$ cat src/rtl/srl_fifo_if.sv
// Valid/ready stream bundle for srl_fifo: write side (s_*) and read side (m_*).
// The FIFO takes the slave view; the producer/consumer environment takes the master view.
interface srl_fifo_if #(
  parameter int NBITS = 8
);
  logic [NBITS-1:0] s_tdata;
  logic             s_tvalid;
  logic             s_tready;
  logic [NBITS-1:0] m_tdata;
  logic             m_tvalid;
  logic             m_tready;

  modport master (
    output s_tdata, s_tvalid, m_tready,
    input  s_tready, m_tdata, m_tvalid
  );

  modport slave (
    input  s_tdata, s_tvalid, m_tready,
    output s_tready, m_tdata, m_tvalid
  );
endinterface

$ cat src/rtl/srl_fifo.sv
// First-word-fall-through FIFO built from an addressable shift register (srlvec)
// plus a registered output stage; capacity is DEPTH+1 words.
module srlvec #(
  parameter int    NBITS     = 8,
  parameter string USE_SRL16 = "TRUE",
  localparam int   DEPTH     = (USE_SRL16 == "TRUE") ? 16 : 32,
  localparam int   ADDR_BITS = (USE_SRL16 == "TRUE") ? 4 : 5
) (
  input  logic                 clk,
  input  logic                 ce,
  input  logic [ADDR_BITS-1:0] a,
  input  logic [NBITS-1:0]     din,
  output logic [NBITS-1:0]     dout
);
  logic [NBITS-1:0] mem [DEPTH];

  // NOTE: storage has no reset on purpose; an SRL primitive cannot be reset and
  // the control stage never reads an entry that was not written since reset.
  always_ff @(posedge clk) begin
    if (ce) begin
      mem[0] <= din;
      for (int i = 1; i < DEPTH; i++) mem[i] <= mem[i-1];
    end
  end

  assign dout = mem[a];
endmodule

module srl_fifo #(
  parameter int    NBITS     = 8,
  parameter string USE_SRL16 = "TRUE",
  localparam int   DEPTH     = (USE_SRL16 == "TRUE") ? 16 : 32,
  localparam int   ADDR_BITS = (USE_SRL16 == "TRUE") ? 4 : 5
) (
  input  logic               clk,
  input  logic               rst_n,
  srl_fifo_if.slave          bus,
  output logic [ADDR_BITS:0] count
);
  localparam logic [ADDR_BITS:0] ONE     = (ADDR_BITS+1)'(1);
  localparam logic [ADDR_BITS:0] DEPTH_C = (ADDR_BITS+1)'(DEPTH);

  logic [ADDR_BITS:0]   sc, sc_next, sc_m1;
  logic                 out_v, rdy_q;
  logic [NBITS-1:0]     out_d, srl_dout;
  logic [ADDR_BITS-1:0] srl_a;
  logic                 wr, ld, pop;

  assign wr    = bus.s_tvalid && rdy_q;
  assign pop   = out_v && bus.m_tready;
  assign ld    = (sc != '0) && (!out_v || bus.m_tready);
  assign sc_m1 = sc - ONE;
  // Oldest word sits at sc-1; a shift on the same edge as a load moves the next
  // oldest into that slot, so the address never needs a look-ahead.
  assign srl_a = (sc != '0) ? sc_m1[ADDR_BITS-1:0] : '0;

  srlvec #(
    .NBITS    (NBITS),
    .USE_SRL16(USE_SRL16)
  ) u_srl (
    .clk (clk),
    .ce  (wr),
    .a   (srl_a),
    .din (bus.s_tdata),
    .dout(srl_dout)
  );

  // NOTE: every always_comb output gets a default first so no latch is inferred.
  always_comb begin
    sc_next = sc;
    unique case ({wr, ld})
      2'b10:   sc_next = sc + ONE;
      2'b01:   sc_next = sc_m1;
      default: sc_next = sc;
    endcase
  end

  // NOTE: sequential state uses non-blocking assignments only, so every register
  // samples pre-edge values regardless of statement order.
  always_ff @(posedge clk or negedge rst_n) begin
    if (!rst_n) begin
      sc    <= '0;
      out_v <= 1'b0;
      out_d <= '0;
      rdy_q <= 1'b0;
    end else begin
      sc    <= sc_next;
      rdy_q <= (sc_next < DEPTH_C);
      if (ld) begin
        out_d <= srl_dout;
        out_v <= 1'b1;
      end else if (pop) begin
        out_v <= 1'b0;
      end
    end
  end

  assign bus.s_tready = rdy_q;
  assign bus.m_tvalid = out_v;
  assign bus.m_tdata  = out_d;
  assign count        = sc + {{ADDR_BITS{1'b0}}, out_v};
endmodule

$ cat src/flat_wrapper.sv
// flat-port wrapper written by rule: the top's interface ports become plain ports
module srl_fifo_flat 
#(
  parameter int    NBITS     = 8,
  parameter string USE_SRL16 = "    ",
  localparam int   DEPTH     = (USE_SRL16 == "    ") ? 16 : 32,
  localparam int   ADDR_BITS = (USE_SRL16 == "    ") ? 4 : 5
)
  (clk, rst_n, count, bus_s_tdata, bus_s_tvalid, bus_m_tready, bus_s_tready, bus_m_tdata, bus_m_tvalid);
  srl_fifo_if #(.NBITS(NBITS)) bus_i ();
  input  logic clk;
  input  logic rst_n;
  output logic [ADDR_BITS:0] count;
  input wire logic [$bits(bus_i.s_tdata)-1:0] bus_s_tdata;
  input wire logic [$bits(bus_i.s_tvalid)-1:0] bus_s_tvalid;
  input wire logic [$bits(bus_i.m_tready)-1:0] bus_m_tready;
  output wire logic [$bits(bus_i.s_tready)-1:0] bus_s_tready;
  output wire logic [$bits(bus_i.m_tdata)-1:0] bus_m_tdata;
  output wire logic [$bits(bus_i.m_tvalid)-1:0] bus_m_tvalid;
  assign bus_i.s_tdata = bus_s_tdata;
  assign bus_i.s_tvalid = bus_s_tvalid;
  assign bus_i.m_tready = bus_m_tready;
  assign bus_s_tready = bus_i.s_tready;
  assign bus_m_tdata = bus_i.m_tdata;
  assign bus_m_tvalid = bus_i.m_tvalid;
  srl_fifo #(.NBITS(NBITS), .USE_SRL16(USE_SRL16)) u_core (.clk(clk), .rst_n(rst_n), .bus(bus_i), .count(count));
endmodule
$ cat config.mk
export PLATFORM = sky130hd
export DESIGN_NAME = srl_fifo_flat
export DESIGN_NICKNAME = d
export VERILOG_FILES = /design/src/rtl/srl_fifo_if.sv /design/src/rtl/srl_fifo.sv /design/src/flat_wrapper.sv
export SDC_FILE = /design/constraint.sdc
export NUM_CORES = 1
export LEC_CHECK = 0
export ABC_AREA = 1
export CORE_MARGIN = 2
export CORE_UTILIZATION = 50
export CTS_CLUSTER_DIAMETER = 40
export DETAILED_ROUTE_END_ITERATION = 6
export HOLD_SLACK_MARGIN = 0.03
export PLACE_DENSITY_LB_ADDON = 0.05
export SYNTH_ARGS = -nofsm -noshare
export SYNTH_HDL_FRONTEND = slang
export SYNTH_SLANG_ARGS = --single-unit
$ cat constraint.sdc
create_clock -name clk -period 7.85 [get_ports clk]
set_input_delay 2.355 -clock clk [delete_from_list [all_inputs] [get_ports clk]]
set_output_delay 2.355 -clock clk [all_outputs]
set_load 0.05 [all_outputs]
* Word-level counts from Yosys, hierarchy flattened *
Memory sizes are Yosys's and may differ from the RTL's. A register that Yosys moved wholly into a read port is not among the register bits.
Index checks and enable logic that the tools add are counted.

storage, ports and cells
  flip-flop bits (word level) = 8
  latch bits = 0
  bits in writable memories = 256
  memory bits (read-only) = 0
  output and inout bits = 15
  memories kept = 1

cells by class
  add/subtract/negate cells = 3
  multiply operators = 0
  div/mod/pow operators = 0
  order comparisons = 1
  equal/unequal tests = 2
  shifts and indexed selects = 0
  multiplexer cells = 6
  bitwise gates (word level) = 0
  reductions and logical operators = 8

memories
  name              words  width  rd ports  clocked after memory_dff  write ports  RTL line        text
  u_core.u_srl.mem  32     8      32        1                         32           srl_fifo.sv:15  logic [NBITS-1:0] mem [DEPTH];

operators with widths
  kind                                                number
  case mux 6 bit (2 select lines)                     1
  adder 6 x 1 -> 6 bit (second input constant)        1
  less-than comparator 6 bit (second input constant)  1
  nonzero test 6 bit                                  1
  subtractor 6 x 1 -> 6 bit (second input constant)   1
  adder 5 x 1 -> 5 bit                                1
  two-way mux 5 bit                                   1
  two-way mux 1 bit                                   4
  logical AND 1 bit                                   3
  == test 2 x 1 -> 1 bit (second input constant)      1
  == test 2 bit (second input constant)               1
  logical NOT 1 bit                                   2
  nonzero test 2 bit                                  1
  logical OR 1 bit                                    1

* Longest topological paths before layout *
Gate-level depths: netlist of run 1.

  word-level depth = 6
  depth in mapped cells = 19
  mapped depth without buffers = 14

* Cells and area by module *
A second synthesis of run 1 with hierarchy kept.

unflattened totals
  cell total of the unflattened synthesis = 995
  area, all modules = 11,437.2 µm²

modules (own cells, without submodules)
  module    instances  cells each  area each (µm²)
  srlvec    1          865         10,420.0
  srl_fifo  1          130         1,017.2

* Least setup slack after synthesis of run 1 *
Ideal clock, no wire load.

  kind = input port to flip-flop
  start point = input bus_s_tvalid
  end point = register u_core.rdy_q, in the netlist u_core.bus.s_tready
  arrival = 8,684 ps
  required time = 7,727 ps
  path slack = -957 ps
  cell stages on the path = 8
  buffers on the path = 0
  cells stage by stage = nand2_1 -> inv_1 -> ha_1 -> inv_1 -> o31ai_1 -> nand2_1 -> o21ai_0 -> inv_1

on the way
  word-level cells in the longest chain between the ends = 4
  elaborated cells between the ends (all ways) = 5
  classes of those cells = order compare: 1; eq/ne: 2; mux: 1; reduce/logical: 1

RTL lines
  what                                                     RTL line            text
  from (decl)                                              flat_wrapper.sv:15  input wire logic [$bits(bus_i.s_tvalid)-1:0] bus_s_tvalid;
  logical AND 1 bit (*)                                    srl_fifo.sv:49      assign wr = bus.s_tvalid && rdy_q;
  net u_core.u_srl.ce                                      srl_fifo.sv:10      input logic ce,
  == test 2 x 1 -> 1 bit or == test 2 bit (tied branches)  srl_fifo.sv:71      unique case ({wr, ld})
  case mux 6 bit (2 select lines) (*)                      srl_fifo.sv:71
  less-than comparator 6 bit (*)                           srl_fifo.sv:88      rdy_q <= (sc_next < DEPTH_C);
  to (signal assigned)                                     srl_fifo.sv:88
  to (decl)                                                srl_fifo.sv:44      logic out_v, rdy_q;

The timed path passes the listed nets; every way through them passes the cells marked *.
A chain may end at the register's enable or synchronous reset.

* Worst setup path in the final report of run 1 *
  start point = register u_core.sc[0]
  end point = output count[4]

on the way
  word-level cells in the longest chain between the ends = 1

RTL lines
  what                    RTL line            text
  from (decl)             srl_fifo.sv:43      logic [ADDR_BITS:0] sc, sc_next, sc_m1;
  from (signal assigned)  srl_fifo.sv:87      sc <= sc_next;
  adder 5 x 1 -> 5 bit    srl_fifo.sv:101     assign count = sc + {{ADDR_BITS{1'b0}}, out_v};
  to (decl)               flat_wrapper.sv:13  output logic [ADDR_BITS:0] count;

Every way passes these cells.

==> impl_summary.txt, run 1 <==
----------------------------------------------------
[Route]
  Aggregate routed wire length ... around 25,000 µm
  DR WL/cell ... 18.05 µm
  DRT iter0 DRCs ... 749
  Number of design rule violations left after detail routing ... 0
  Met3 Routed Length ... 1115 µm
  Met2 wire len ... roughly 11,000 µm
  Total via count after detailed routing ... 7,596
  Vias per std cell ... about 5.4
  Highest metal layer used by the detailed router ... met4
  M1 WL ... 12,330 µm
  Count of nets left with antenna violations after detail routing ... 0
  Number of iterations in the first detailed-routing pass ... 5

[Timing]
  Normalized max-slew margin ... 0.3106
  Setup repair after global routing missed its margin ... no
  Max Clk Rate ... 191.3 MHz
  Tightest Pin Transition ... 1.034 ns
  Final setup violation count ... 0
  Layout Skew ... 0.01828 ns
  Post-layout min period ... 5.228 ns
  Post-route setup TNS ... 0 ns
  Period utilization ... 0.6660
  Final setup slack of the worst path ... approximately 2.6 ns
  Hold violation count in the final report ... 0
  Final-report max-slew violation count ... 0

[Layout]
  Fillcell total ... between 1,500 and 2,000
  Layout Nets ... 1,074
  FF+latch area ... roughly 8000 µm²
  Most common cell after layout, fill and taps aside ... sky130_fd_sc_hd__edfxtp_1
  Ant. Diodes ... 0
  Share of post-route cells with drive strength above 1 ... 0.1085
  Synth-to-layout area growth ... 14.98%
  Commonest cells after routing, fill and taps aside ... 256 x sky130_fd_sc_hd__edfxtp_1, 252 x sky130_fd_sc_hd__nand3_1, 118 x sky130_fd_sc_hd__inv_1
  Total area of multi-input combinational cells ... 3037 µm²

[Clocking]
  Total CTS buffers ... 41
  Number of setup buffers added after CTS ... 0
  CTS hold repair buffers ... 0
  Clk sink count ... 272
  TritonCTS clock tree ... done
  Worst-case clock buffer depth ... 3
  Clk_lat worst skew ... about 0.53 ns
  CTS H-Tree Depth ... 2
  Cts repair resizes ... 0
  Clock root buffer master ... sky130_fd_sc_hd__clkbuf_16
  Clk slew on worst S/H paths ... 0.05 ns

[Critical path]
  Slowest stage cell, crit path ... sky130_fd_sc_hd__clkdlybuf4s50_1
  Endpoint kind of the worst setup timing path ... primary output
  Required time worst endpoint ... 5.50 ns
  Nature of the critical path startpoint ... register
  Maximum single-stage delay on the critical path ... 0.82 ns
  CP max FO ... 13
  Buffers & Inverters on Critical Path ... 1
  Cells along the critical path ... ha_1, ha_1, nand3_1, xor2_1, clkdlybuf4s50_1
  Cell with the most instances on the worst path ... sky130_fd_sc_hd__ha_1
  Type of the worst setup path ... register to primary output
  Cell family with most CP delay ... buffers and inverters
  Critical path arrival ... approximately 2.9 ns

[Floorplan]
  Number of placed I/O pins ... 27
  Initial core utilization ... 0.5092
  Area of the core ... 23,470 µm²
  DIE AREA ... between 20,000 and 30,000 µm²
  Floorplan row count ... 56
  Floorplan die width ... 158.6 µm
  Vertical die dimension ... 158.6 µm

[Logic synthesis]
  Syn. warnings ... 0
  Count of state elements after synthesis ... 272
  Synth Cell Area ... 11,950 µm²
  Syn Area/Cell ... 11.47 µm²
  Gate Count Post-Synth ... 1,042
  Fraction of the yosys area taken by sequential cells ... 0.6766
  Count of distinct cell types in the synthesized netlist ... 33
  Syn nets ... 1,060

[Place]
  Post-detailed-placement half-perimeter wirelength ... 13,810 µm
  Global placement routability congestion ... 0.8314
  DP Worst Slack ... around 3.0 ns
  I/O Buffers ... 26

[Job]
  Max Cap Viol ... 0

[Worst hold path]
  Min-Delay Path Class ... register to register

[Global routing]
  Via count of the first global-routing pass ... 7,221
  First-pass GRT wire length ... 40,080 µm
  Total global routing track utilization ... 0.2059
  GRT Residual Overflow ... 0
  Largest net degree at the start of global routing ... 154
  Number of antenna violations at the first check in global routing ... 0

[Status]
  Run status ... finished clean

----------------------------------------------------
## registers in the layout (all words and copies together) (netlist names), named ones only
name / flops
u_core.bus.m_tdata: 8
u_core.bus.s_tready: 1
u_core.u_srl.mem: 256
u_core.bus.m_tvalid: 1
u_core.sc: 5
## cell type report
class | count | area share
Tap cell | 319 | 0.02904
Sequential cell | 272 | 0.5885
Multi-Input combinational cell | 583 | 0.2210
Clock buffer | 53 | 0.08094
Clock inverter | 22 | 0.02203
Inverter | 124 | 0.03432
Timing Repair Buffer | 34 | 0.02422
## worst reg2reg max path: cells and delay by family (launching register included)
kind / cells / cell delay (ns)
simple gates: 8 / 1.51
buf+inv: 3 / 2.06
fa+ha+maj: 1 / 0.42
flops: 1 / 0.75
## Yosys cell counts (all sizes together)
cell type	n	area, µm²
nor2	72	280.3
buf	52	334.1
edfxtp	256	7687
clkinv	1	3.750
clkbuf	11	41.29
inv	123	461.7
o21a	1	7.510
dfrtp	16	400.4
o2111ai	9	78.83
nand3b	55	412.9
a21oi	5	25.02
or2	33	206.5
o211ai	1	7.510
nand4	2	12.51
nand2	107	421.7
a31oi	1	6.260
o21ai	31	155.1
ha	6	75.07
nor3	1	5.000
nand3	253	1271
o31ai	1	7.510
xor2	5	51.30
## worst paths after layout
kind | from | to | slack, ns | cells past startpoint
setup / recovery | u_core.sc[0] | count[4] | 2.62 | 5
hold / removal | u_core.u_srl.mem[19][5] | u_core.u_srl.mem[20][5] | 0.43 | 0
setup reg to reg | u_core.sc[0] | u_core.bus.m_tdata[7] | 3.04 | 12
hold reg to reg | u_core.u_srl.mem[19][5] | u_core.u_srl.mem[20][5] | 0.43 | 0
max in group asynchronous | rst_n | u_core.bus.m_tdata[3] | 4.98 | 1
min in group asynchronous | rst_n | u_core.sc[4] | 2.33 | 1
## metrics by stage
stage,area (µm²),util,std cells,hold WS [ns]
2_1_floorplan,11960,-,1042,0.4166
3_3_place_gp,12330,0.5252,1332,0.4199
3_5_place_dp,12330,0.5252,1332,0.4241
4_1_cts,13740,0.5855,1407,0.4339
5_1_grt,13740,0.5855,1407,0.4447
6_report,13740,0.5855,1407,0.4268
## layer usage
metal,up-vias,track usage
met1,3708,0.3076
met5,-,0
li1,3659,-
met4,0,0.06821
met3,45,0.03321
met2,184,0.3086
## cells by family after synthesis
| family | count (synthesis) | synth area share |
|---|---|---|
| AO/OA/AOI/OAI | 49 | 0.02408 |
| XOR/XNOR | 5 | 0.004292 |
| adder cells (fa/ha/maj) | 6 | 0.006281 |
| buffers and inverters | 187 | 0.07034 |
| flip-flops | 272 | 0.6766 |
| AND/OR/NAND/NOR | 523 | 0.2184 |
Power of run 1 is not shown: default switching activity piles up to over one toggle a cycle in this logic, so the estimate is an artifact.
==> inputs of run 2 (changes only) <==
- clock period: 7.85 -> 5 ns (I/O delays scaled with it)
==> run 2 against run 1 <==
First-iteration DRC count down 18%. Non-clock buffer count up 5. Sequential cell count unchanged. Routed wire length down 1.2%. Sequential share of layout area up 0.15 points. Worst setup slack worse by 1.9 ns. Utilization down 0.14 points. Final cell count up 0.28%. Register-to-register slack worse by 1.4 ns. Global-route usage down 0.057 points. Largest cell class unchanged. Highest routed layer unchanged.
==> impl_summary.txt, run 2 (synthesized netlist as in run 1, its figures left out) <==
----------------------------------------------------
[Critical path]
  Internal reg-to-reg setup slack ... 1.62 ns (-1.42 ns)
  Nature of the critical path startpoint ... register
  R2r startpoint ... u_core.sc[0]
  CP max FO ... 13 (unchanged)
  Number of cell instances on the worst register-to-register path ... 14 (+2)
  Critical path arrival ... 2.82 ns (-0.05 ns)
  Type of the worst setup path ... register to primary output
  Critical R2R Capture ... u_core.bus.s_tready
  Endpoint kind of the worst setup timing path ... primary output
  Required time worst endpoint ... 3.50 ns (-2.00 ns)

[Worst hold path]
  End of the worst hold path ... u_core.u_srl.mem[4][5]
  Worst Min Path Start ... u_core.u_srl.mem[3][5]
  Min-Delay Path Class ... register to register
  Worst hold path stage count ... 0 (unchanged)

[Place]
  Global placement routability congestion ... 0.8049 (-3.2%)
  Post-detailed-placement half-perimeter wirelength ... 13,380 µm (-3.1%)
  Placed inst area ... 12,390 µm² (+0.54%)
  I/O Buffers ... 26 (unchanged)

[Floorplan]
  Floorplan die width ... 158.6 µm (unchanged)
  Number of placed I/O pins ... 27 (unchanged)
  Floorplan row count ... 56 (unchanged)
  DIE AREA ... 25,160 µm² (unchanged)
  Area of the core ... 23,470 µm² (unchanged)
  Vertical die dimension ... 158.6 µm (unchanged)
  Initial core utilization ... 0.5092 (unchanged)

[Global routing]
  GRT Residual Overflow ... 0 (unchanged)
  Number of antenna violations at the first check in global routing ... 0 (unchanged)
  First-pass GRT wire length ... 39,810 µm (-0.67%)
  Via count of the first global-routing pass ... 7,328 (+1.5%)
  Largest net degree at the start of global routing ... 131 (-15%)
  Total global routing track utilization ... 0.2053 (-0.0005737)

[Layout]
  Final Cell Area ... 13,710 µm² (-0.25%)
  Top register by number of flip-flops ... u_core.u_srl.mem
  Synth-to-layout area growth ... 14.70%
  Share of post-route cells with drive strength above 1 ... 0.1145 (+0.006013)
  Commonest cells after routing, fill and taps aside ... 256 x sky130_fd_sc_hd__edfxtp_1, 252 x sky130_fd_sc_hd__nand3_1, 118 x sky130_fd_sc_hd__inv_1
  Largest register FFs ... 256 (unchanged)
  Fillcell total ... 1,962 (+1.7%)
  Most common cell after layout, fill and taps aside ... sky130_fd_sc_hd__edfxtp_1
  Layout Nets ... 1,079 (+0.47%)
  Ant. Diodes ... 0 (unchanged)

[Clocking]
  Clk slew on worst S/H paths ... 0.05 ns (about the same)
  CTS hold repair buffers ... 0 (unchanged)
  Clk_lat worst skew ... 0.52 ns (about the same)
  CTS H-Tree Depth ... 2 (unchanged)
  Cts repair resizes ... 0 (unchanged)
  TritonCTS clock tree ... done
  Total CTS buffers ... 41 (unchanged)
  Clk sink count ... 272 (unchanged)
  Clock root buffer master ... sky130_fd_sc_hd__clkbuf_16
  Worst-case clock buffer depth ... 3 (unchanged)
  Number of setup buffers added after CTS ... 0 (unchanged)

[Status]
  Run status ... finished clean

[Job]
  Max Cap Viol ... 0 (unchanged)

[Timing]
  Setup repair after global routing missed its margin ... no
  Post-layout min period ... 4.317 ns
  Max Clk Rate ... 231.7 MHz
  Final-report max-slew violation count ... 0 (unchanged)
  Hold violation count in the final report ... 0 (unchanged)
  Normalized max-slew margin ... 0.3139 (+0.003370)
  Period utilization ... 0.8633
  Hold Slack ... 0.4324 ns (+0.005572 ns)
  Tightest Pin Transition ... 1.029 ns (-0.005055 ns)
  Final setup violation count ... 0 (unchanged)
  Layout Skew ... 0.01777 ns (-0.0005088 ns)

[Route]
  Number of iterations in the first detailed-routing pass ... 5 (unchanged)
  DR WL/cell ... 17.79 µm (-1.4%)
  DRT iter0 DRCs ... 612 (-18%)
  Number of design rule violations left after detail routing ... 0 (unchanged)
  Count of nets left with antenna violations after detail routing ... 0 (unchanged)
  Vias per std cell ... 5.361 (-0.69%)
  Aggregate routed wire length ... 25,100 µm (-1.2%)
  Total via count after detailed routing ... 7,565 (-0.41%)

----------------------------------------------------
## run 2: changes by cell type in the layout (fill, tap and decap cells not counted), moves of 2 or more
| cell | before | now |
|---|---|---|
| sky130_fd_sc_hd__buf_4 | 7 | 11 |
| sky130_fd_sc_hd__clkinv_1 | 5 | 11 |
| sky130_fd_sc_hd__clkbuf_1 | 9 | 1 |
| sky130_fd_sc_hd__inv_6 | 0 | 3 |
| sky130_fd_sc_hd__o21ai_1 | 10 | 15 |
| sky130_fd_sc_hd__bufinv_16 | 7 | 3 |
| sky130_fd_sc_hd__o21ai_0 | 21 | 16 |
| sky130_fd_sc_hd__clkbuf_8 | 2 | 0 |
| sky130_fd_sc_hd__clkinv_2 | 6 | 10 |
## run 2: routing by layer
layer  track usage  wire length, µm  vias to the layer above
met4       0.06735              529                        0
li1              -                -                     3666
met5             0                0                        -
met2        0.3278            11740                      183
met1        0.2885            11600                     3672
met3       0.03402             1232                       44
## run 2: critical path, stage by stage, from the launching register on
cell and delay [ns]:
sky130_fd_sc_hd__dfrtp_1 0.74, sky130_fd_sc_hd__ha_1 0.29, sky130_fd_sc_hd__ha_1 0.19, sky130_fd_sc_hd__nand3_1 0.10, sky130_fd_sc_hd__xor2_1 0.16, sky130_fd_sc_hd__clkdlybuf4s50_1 0.83
## run 2: worst max path at each step
stage,cells after the start,slack (ns),to,startpoint
detailed placement,5,1.20,count[4],u_core.sc[0]
finish,5,0.68,count[4],u_core.sc[0]
global placement,5,1.20,count[4],u_core.sc[0]
global route,5,0.52,count[4],u_core.sc[0]
CTS,5,0.65,count[4],u_core.sc[0]
floorplan,7,-1.25,u_core.sc[1],bus_s_tvalid
## run 2: layout make-up
type / instances / area, µm² / area share
clock buffer: 44 / 1080 / 0.07876
clock inverter: 30 / 235.2 / 0.01716
inverter: 124 / 471.7 / 0.03441
multi-input combinational: 583 / 3053 / 0.2227
sequential: 272 / 8088 / 0.5899
tap: 319 / 399.1 / 0.02911
timing repair buffer: 39 / 382.9 / 0.02793
## run 2: per-stage QoR
stage / utilization / cells / worst slack, ns / TNS, ns
detailed placement: 0.5280 / 1337 / 1.205 / 0
finish: 0.5841 / 1411 / 0.6835 / 0
global route: 0.5841 / 1411 / 0.5204 / 0
floorplan: - / 1042 / -1.245 / -208.46
global placement: 0.5280 / 1337 / 1.201 / 0
CTS: 0.5841 / 1411 / 0.6481 / 0
Power of run 2 is left out for the same reason.
==> inputs of run 3 (changes only) <==
- CAP_MARGIN: unset -> 5
==> results of run 3 <==
No change in the layout: final DEF, timing and power equal those of run 2.
Power of run 3 is left out for the same reason.
